==> config.mk <==
export PLATFORM = sky130hd
export DESIGN_NAME = history_serializer
export DESIGN_NICKNAME = d
export VERILOG_FILES = /design/src/rtl/history_serializer.sv
export SDC_FILE = /design/constraint.sdc
export NUM_CORES = 1
export LEC_CHECK = 0
export CAP_MARGIN = 20
export CORE_AREA = 2 2 76 86
export DETAILED_ROUTE_END_ITERATION = 16
export DIE_AREA = 0 0 78 88
export HOLD_SLACK_MARGIN = 0.03
export PLACE_DENSITY = 0.76
export REMOVE_ABC_BUFFERS = 1
export SLEW_MARGIN = 20
export SYNTH_ARGS = -nofsm -noshare
export SYNTH_HDL_FRONTEND = slang
export SYNTH_SLANG_ARGS = --single-unit
==> constraint.sdc <==
create_clock -name clock -period 5.2 [get_ports clock]
set_input_delay 1.04 -clock clock [delete_from_list [all_inputs] [get_ports clock]]
set_output_delay 1.04 -clock clock [all_outputs]
set_load 0.01 [all_outputs]
==> src/rtl/history_serializer.sv <==
// Snapshots a parallel history (data + valid vector) on snap_req and streams the
// valid entries out newest-first over a registered valid/ready interface.
module history_serializer #(
    parameter  int DATA_W    = 8,
    parameter  int HISTORY_L = 4,
    localparam int IDX_W     = $clog2(HISTORY_L)
) (
    input  logic                 clock,
    input  logic                 reset_n,
    input  logic [DATA_W-1:0]    hist_data_in [HISTORY_L],
    input  logic [HISTORY_L-1:0] hist_valid_in,
    input  logic                 snap_req,
    output logic                 snap_busy,
    output logic                 snap_empty,
    output logic [IDX_W:0]       snap_count,
    output logic                 out_valid,
    input  logic                 out_ready,
    output logic [DATA_W-1:0]    out_data,
    output logic [IDX_W-1:0]     out_index,
    output logic                 out_last
);

    typedef enum logic [0:0] {IDLE, STREAM} state_e;

    state_e                 state_q, state_d;
    logic [HISTORY_L-1:0]   mask_q, mask_d;
    logic [DATA_W-1:0]      shadow_q [HISTORY_L];
    logic [DATA_W-1:0]      shadow_d [HISTORY_L];
    logic [IDX_W:0]         snap_count_q, snap_count_d;
    logic                   snap_empty_q, snap_empty_d;
    logic [DATA_W-1:0]      out_data_q, out_data_d;
    logic [IDX_W-1:0]       out_index_q, out_index_d;
    logic                   out_last_q, out_last_d;

    function automatic logic [IDX_W-1:0] lowest_idx(input logic [HISTORY_L-1:0] m);
        lowest_idx = '0;
        for (int i = HISTORY_L - 1; i >= 0; i--) begin
            if (m[i]) lowest_idx = IDX_W'(i);
        end
    endfunction

    function automatic logic [IDX_W:0] popcount(input logic [HISTORY_L-1:0] m);
        popcount = '0;
        for (int i = 0; i < HISTORY_L; i++) begin
            popcount = popcount + {{IDX_W{1'b0}}, m[i]};
        end
    endfunction

    // Output fields are precomputed from the next-cycle mask so the presented
    // entry comes straight from flops and never depends on out_ready.
    always_comb begin
        // NOTE: every always_comb target gets a default first so no latch is inferred.
        state_d      = state_q;
        mask_d       = mask_q;
        shadow_d     = shadow_q;
        snap_count_d = snap_count_q;
        snap_empty_d = 1'b0;

        case (state_q)
            IDLE: begin
                if (snap_req) begin
                    shadow_d     = hist_data_in;
                    mask_d       = hist_valid_in;
                    snap_count_d = popcount(hist_valid_in);
                    if (hist_valid_in != '0) state_d = STREAM;
                    else                     snap_empty_d = 1'b1;
                end
            end
            STREAM: begin
                if (out_ready) begin
                    mask_d[out_index_q] = 1'b0;
                    if (out_last_q) state_d = IDLE;
                end
            end
            default: state_d = IDLE;
        endcase

        out_index_d = lowest_idx(mask_d);
        out_data_d  = shadow_d[out_index_d];
        out_last_d  = (popcount(mask_d) == (IDX_W + 1)'(1));
    end

    always_ff @(posedge clock or negedge reset_n) begin
        if (!reset_n) begin
            state_q      <= IDLE;
            mask_q       <= '0;
            snap_count_q <= '0;
            snap_empty_q <= 1'b0;
            out_data_q   <= '0;
            out_index_q  <= '0;
            out_last_q   <= 1'b0;
            // NOTE: the shadow store is small and its contents are observable
            // after reset, so it is cleared explicitly rather than left unreset.
            for (int i = 0; i < HISTORY_L; i++) shadow_q[i] <= '0;
        end else begin
            // NOTE: non-blocking assignments keep all flops updating from
            // pre-edge values, independent of statement order.
            state_q      <= state_d;
            mask_q       <= mask_d;
            shadow_q     <= shadow_d;
            snap_count_q <= snap_count_d;
            snap_empty_q <= snap_empty_d;
            out_data_q   <= out_data_d;
            out_index_q  <= out_index_d;
            out_last_q   <= out_last_d;
        end
    end

    assign out_valid  = (state_q == STREAM);
    assign snap_busy  = (state_q == STREAM);
    assign snap_empty = snap_empty_q;
    assign snap_count = snap_count_q;
    assign out_data   = out_data_q;
    assign out_index  = out_index_q;
    assign out_last   = out_last_q;

endmodule

# == Yosys cells after proc, flatten, opt, wreduce, memory -nomap -nowiden ==
# Cells that the tools add are included.
# classes
addsub,6
magnitude_cmp,3
eq_ne,1
mux,22
bitwise,4
reduce_logical,3
# ops
operator,count
$mux W32,2
$bmux W8 S2,1
$mux W8,2
$mux W1,8
$mux W2,4
$mux W4,2
$pmux W4 S2,1
$add A2 B1 Y3,2
$add A3 B1 Y3,2
$add A1 B1 Y2,2
$and A4 B4 Y4,1
$not A4 Y4,1
$reduce_bool A4 Y1,1
$eq A3 B1 Y1 const B,1
$ge A3 B3 Y1 const B,1
$lt A2 B3 Y1 const B,1
$not A2 Y3,1
$demux W1 S2,1
$ge A2 B1 Y1 const B,1
$pmux W1 S2,1
$reduce_and A2 Y1,1
$logic_and A1 B1 Y1,1
$not A1 Y1,1
# word_totals
ff_bits,52
inputBits,40
output_inout_bits,17
word_cells,50

# == Depth between registers and ports, before layout ==
# logic_depth
word_depth,16
depth_mapped,9

# == Worst setup path before layout ==
# OpenSTA, ideal clock, no wires.
# synth_path
path_type,input to register
start,input port snap_req
end,"register out_last_q, in the netlist out_last"
setup_time_ns,0.088
arrival_time_ns,2.750
required_ns,5.112
path_slack_ns,2.362
stages,8
path_cell_list,nor2b_4 -> buf_4 -> o221ai_1 -> inv_1 -> fa_1 -> ha_1 -> ha_1 -> nor3b_1
# synth_rtl
item,line_no,source
"start, declared",12,"input logic snap_req,"
$mux W4,61,if (snap_req) begin
$pmux W4 S2,59,case (state_q)
named net mask_d[3],26,"logic [HISTORY_L-1:0] mask_q, mask_d;"
$add A3 B1 Y3,45,"popcount = popcount + {{IDX_W{1'b0}}, m[i]};"
$eq A3 B1 Y1,80,out_last_d = (popcount(mask_d) == (IDX_W + 1)'(1));
named net out_last_d,33,"logic out_last_q, out_last_d;"
"end signal, assigned",105,out_last_q <= out_last_d;
"end, declared",33,
# The timed path passes the listed nets, and every way through them passes these cells.
# A chain may end at the register's enable or synchronous reset.

# == Worst setup path in the final report ==
# Ends and elaborated chain as after synthesis.

==> results by group <==
Outcome
  – Status: complete, no violations

Setup path
  – Data required, critical path: between 5 and 6 ns
  – FF-to-FF setup slack: approximately 2.4 ns
  – Worst R2R End: out_last
  – WP depth: 9
  – RR Startpoint: out_valid
  – Worst reg-to-reg path cell count: 8
  – CP bufs+invs: 3
  – Crit-path max FO: 26
  – Critical path's slowest cell: clkdlybuf4s50_1
  – CP Class: input pin to flop
  – Critical Path Max Stage Delay: approximately 0.56 ns
  – Crit-path cells: clkdlybuf4s50_1, nor2b_4, buf_4, o221ai_1, inv_1, fa_1, ha_1, ha_1, nor3b_1
  – Crit end category: flop
  – CP most frequent cell: ha_1
  – CP Launch Type: input pin
  – Critical path arrival: 3.82 ns
  – Cell family with most CP delay: buffers and inverters

Global routing
  – Largest net degree at the start of global routing: 53
  – Vias in the first global route: 1820
  – Initial antenna violation count: 0
  – Total track usage: roughly 15%
  – First-pass GRT wire length: around 8200 um
  – Global route overflow: 0

Timing
  – Tcrit/Tclk final: between 60% and 70%
  – Clock skew: 0.00519 ns
  – Count of final setup violators: 0
  – Rel. slew slack: ~58%
  – Worst slew pin tran: 0.633 ns
  – Max-slew violation count: 0
  – Min cycle time layout: approximately 3.6 ns
  – Setup TNS: 0 ns
  – RSZ-0062 raised after global routing: no
  – Final Hold Vio Count: 0
  – Maximum achievable frequency: between 200 and 300 MHz

Clock network
  – Clock slew at reported path FFs: ~0.080 ns
  – CTS-repair resized insts: 0
  – Hold_buf cts: 0
  – Root buffer cell: clkbuf_8
  – Worst-case clock buffer depth: 2
  – Post-CTS Setup Bufs: 0
  – Num Clock Sinks: 52
  – Clock latency at the later pin of the worst-skew pair: just under 0.3 ns
  – CTS tree: yes
  – H-tree levels: 2
  – Clock buffer count from CTS: 5

Floorplan
  – Die Area: 6860 um^2
  – Die Height: between 80 and 90 um
  – DIE WIDTH: 78 um
  – Num rows: 30
  – I/O pin count: 57
  – Core Region: ~6000 um^2
  – Initial Util: 39.0%

Pwr
  – Leakage: 1.49 nW
  – Tot Pwr: 0.00170 W
  – Peak VDD IR: 221 uV
  – Power Density: 564 nW/um^2

Yosys
  – Post-synth EDFFs: 0
  – Async SR Flop Fraction: 100%
  – Post-synth top cells: nand2_1 (105), dfrtp_1 (52), mux2i_1 (24)
  – Ys flop type: dfrtp_1
  – Mean post-synth cell area: slightly above 10 um^2
  – Post-Syn Area: approximately 2300 um^2
  – Synth top area share: 55.6%
  – Unique masters post-synth: 28
  – Seq/Total Area, Yosys: 55.6%
  – Ys Warns: 0
  – Synth Instances: 231
  – Synth area leader: dfrtp_1
  – Most common cell in the netlist: nand2_1
  – FF+latch count, synth: 52
  – Area contributors post-synth: dfrtp_1 (56%), nand2_1 (17%), mux2i_1 (10%), ha_1 (2.7%), fa_1 (1.7%)

Drt
  – WL final: between 4000 and 5000 um
  – Routed wire per std cell: 12.6 um
  – First DRT Iteration DRCs: 69
  – First drt pass iteration count: 4
  – Residual DRC: 0
  – DR vias/cell: between 4 and 5
  – Vias: 1711
  – Antenna-violating nets left: 0

Hold path
  – Hold Path End: shadow_q[8]
  – Hold Crit Class: flop to flop
  – Hold Crit Depth: 2
  – Hold Startpoint: shadow_q[8]

Cells and area
  – Synth-to-layout area growth: 29.1%
  – Post-layout util: between 50% and 60%
  – Diode count: 0
  – Post-layout nets: roughly 330
  – Fillers: 575
  – Fraction of layout cells with a size suffix above 1: between 6 and 7%
  – Final Cell Area: slightly above 3000 um^2

Place
  – Port Buffers: between 50 and 60
  – Routability cong.: between 0.8 and 0.9
  – Placement Cell Area: 2950 um^2
  – Hpwl dp: roughly 3200 um

Job
  – Max Cap Viol: 0
==> logic make-up (layout without fill, tap and decap cells) <==
kind of cell	count (synthesis)	after routing	synth area share (%)
and+or+nand+nor	118	118	20.8
AOI/OAI and AO/OA	8	8	3.69
DFF	52	52	55.6
adders and majority gates	7	7	4.39
buffers and inverters	22	75	5.24
muxes	24	24	10.3
==> sequential cells by signal, summed over array words and instances (netlist names) <==
register / flops
out_valid: 1
out_last: 1
snap_count: 3
out_data: 8
mask_q: 4
shadow_q: 32
out_index: 2
snap_empty: 1
==> per-layer routing <==
metal / up-vias / wire length [um] / track usage [%]
met5: - / 0 / 0
met4: 0 / 55 / 4.31
met3: 7 / 259 / 4.02
met2: 44 / 2260 / 25.4
met1: 818 / 2000 / 19.1
li1: 842 / - / -
==> worst reg2reg max path, stage by stage (launching register included) <==
cell and delay [ns]:
dfrtp_1 0.51, nor2b_4 0.34, buf_4 0.34, o221ai_1 0.26
inv_1 0.17, fa_1 0.44, ha_1 0.20, ha_1 0.27
nor3b_1 0.18
==> stage by stage <==
| step | hold WS [ns] | setup slack (ns) | instances |
|---|---|---|---|
| after floorplan | 0.440 | 1.81 | 218 |
| after global placement | 0.455 | 1.39 | 359 |
| after detailed placement | 0.459 | 1.27 | 359 |
| after CTS | 0.475 | 1.58 | 364 |
| after global routing | 0.503 | 1.33 | 364 |
| final | 0.472 | 1.59 | 364 |
==> layout make-up <==
| cell class | count | area [um^2] | share of cell area, % |
|---|---|---|---|
| Clock buffer | 5 | 68.8 | 2.28 |
| Inverter | 9 | 33.8 | 1.12 |
| Multi-Input combinational cell | 157 | 923 | 30.6 |
| Sequential cell | 52 | 1300 | 43.1 |
| Tap cell | 80 | 100 | 3.31 |
| Timing Repair Buffer | 61 | 593 | 19.6 |
==> power breakdown <==
part	total, W	internal, W	switching [W]
sequential	0.000663	0.000593	0.0000692
combinational	0.000839	0.000410	0.000429
clock	0.000203	0.0000870	0.000116
==> worst max-delay path by stage <==
stage	startpoint	end	slack, ns
finish	snap_req	out_last	1.59
global route	snap_req	out_data[1]	1.33
CTS	snap_req	out_last	1.58
detailed placement	snap_req	out_last	1.27
global placement	snap_req	out_last	1.39
floorplan	snap_req	out_data[0]	1.81
==> layout by cell type, fill, tap and decap left out, types with 2 or more instances in the layout <==
| master | count |
|---|---|
| nand2_1 | 105 |
| clkdlybuf4s50_1 | 55 |
| dfrtp_1 | 52 |
| mux2i_1 | 24 |
| inv_1 | 7 |
| ha_1 | 5 |
| clkbuf_8 | 5 |
| buf_4 | 5 |
| or3b_1 | 4 |
| nor2_1 | 3 |
| inv_2 | 2 |
| fa_1 | 2 |
Note: power is estimated with default switching activity, not from simulation.
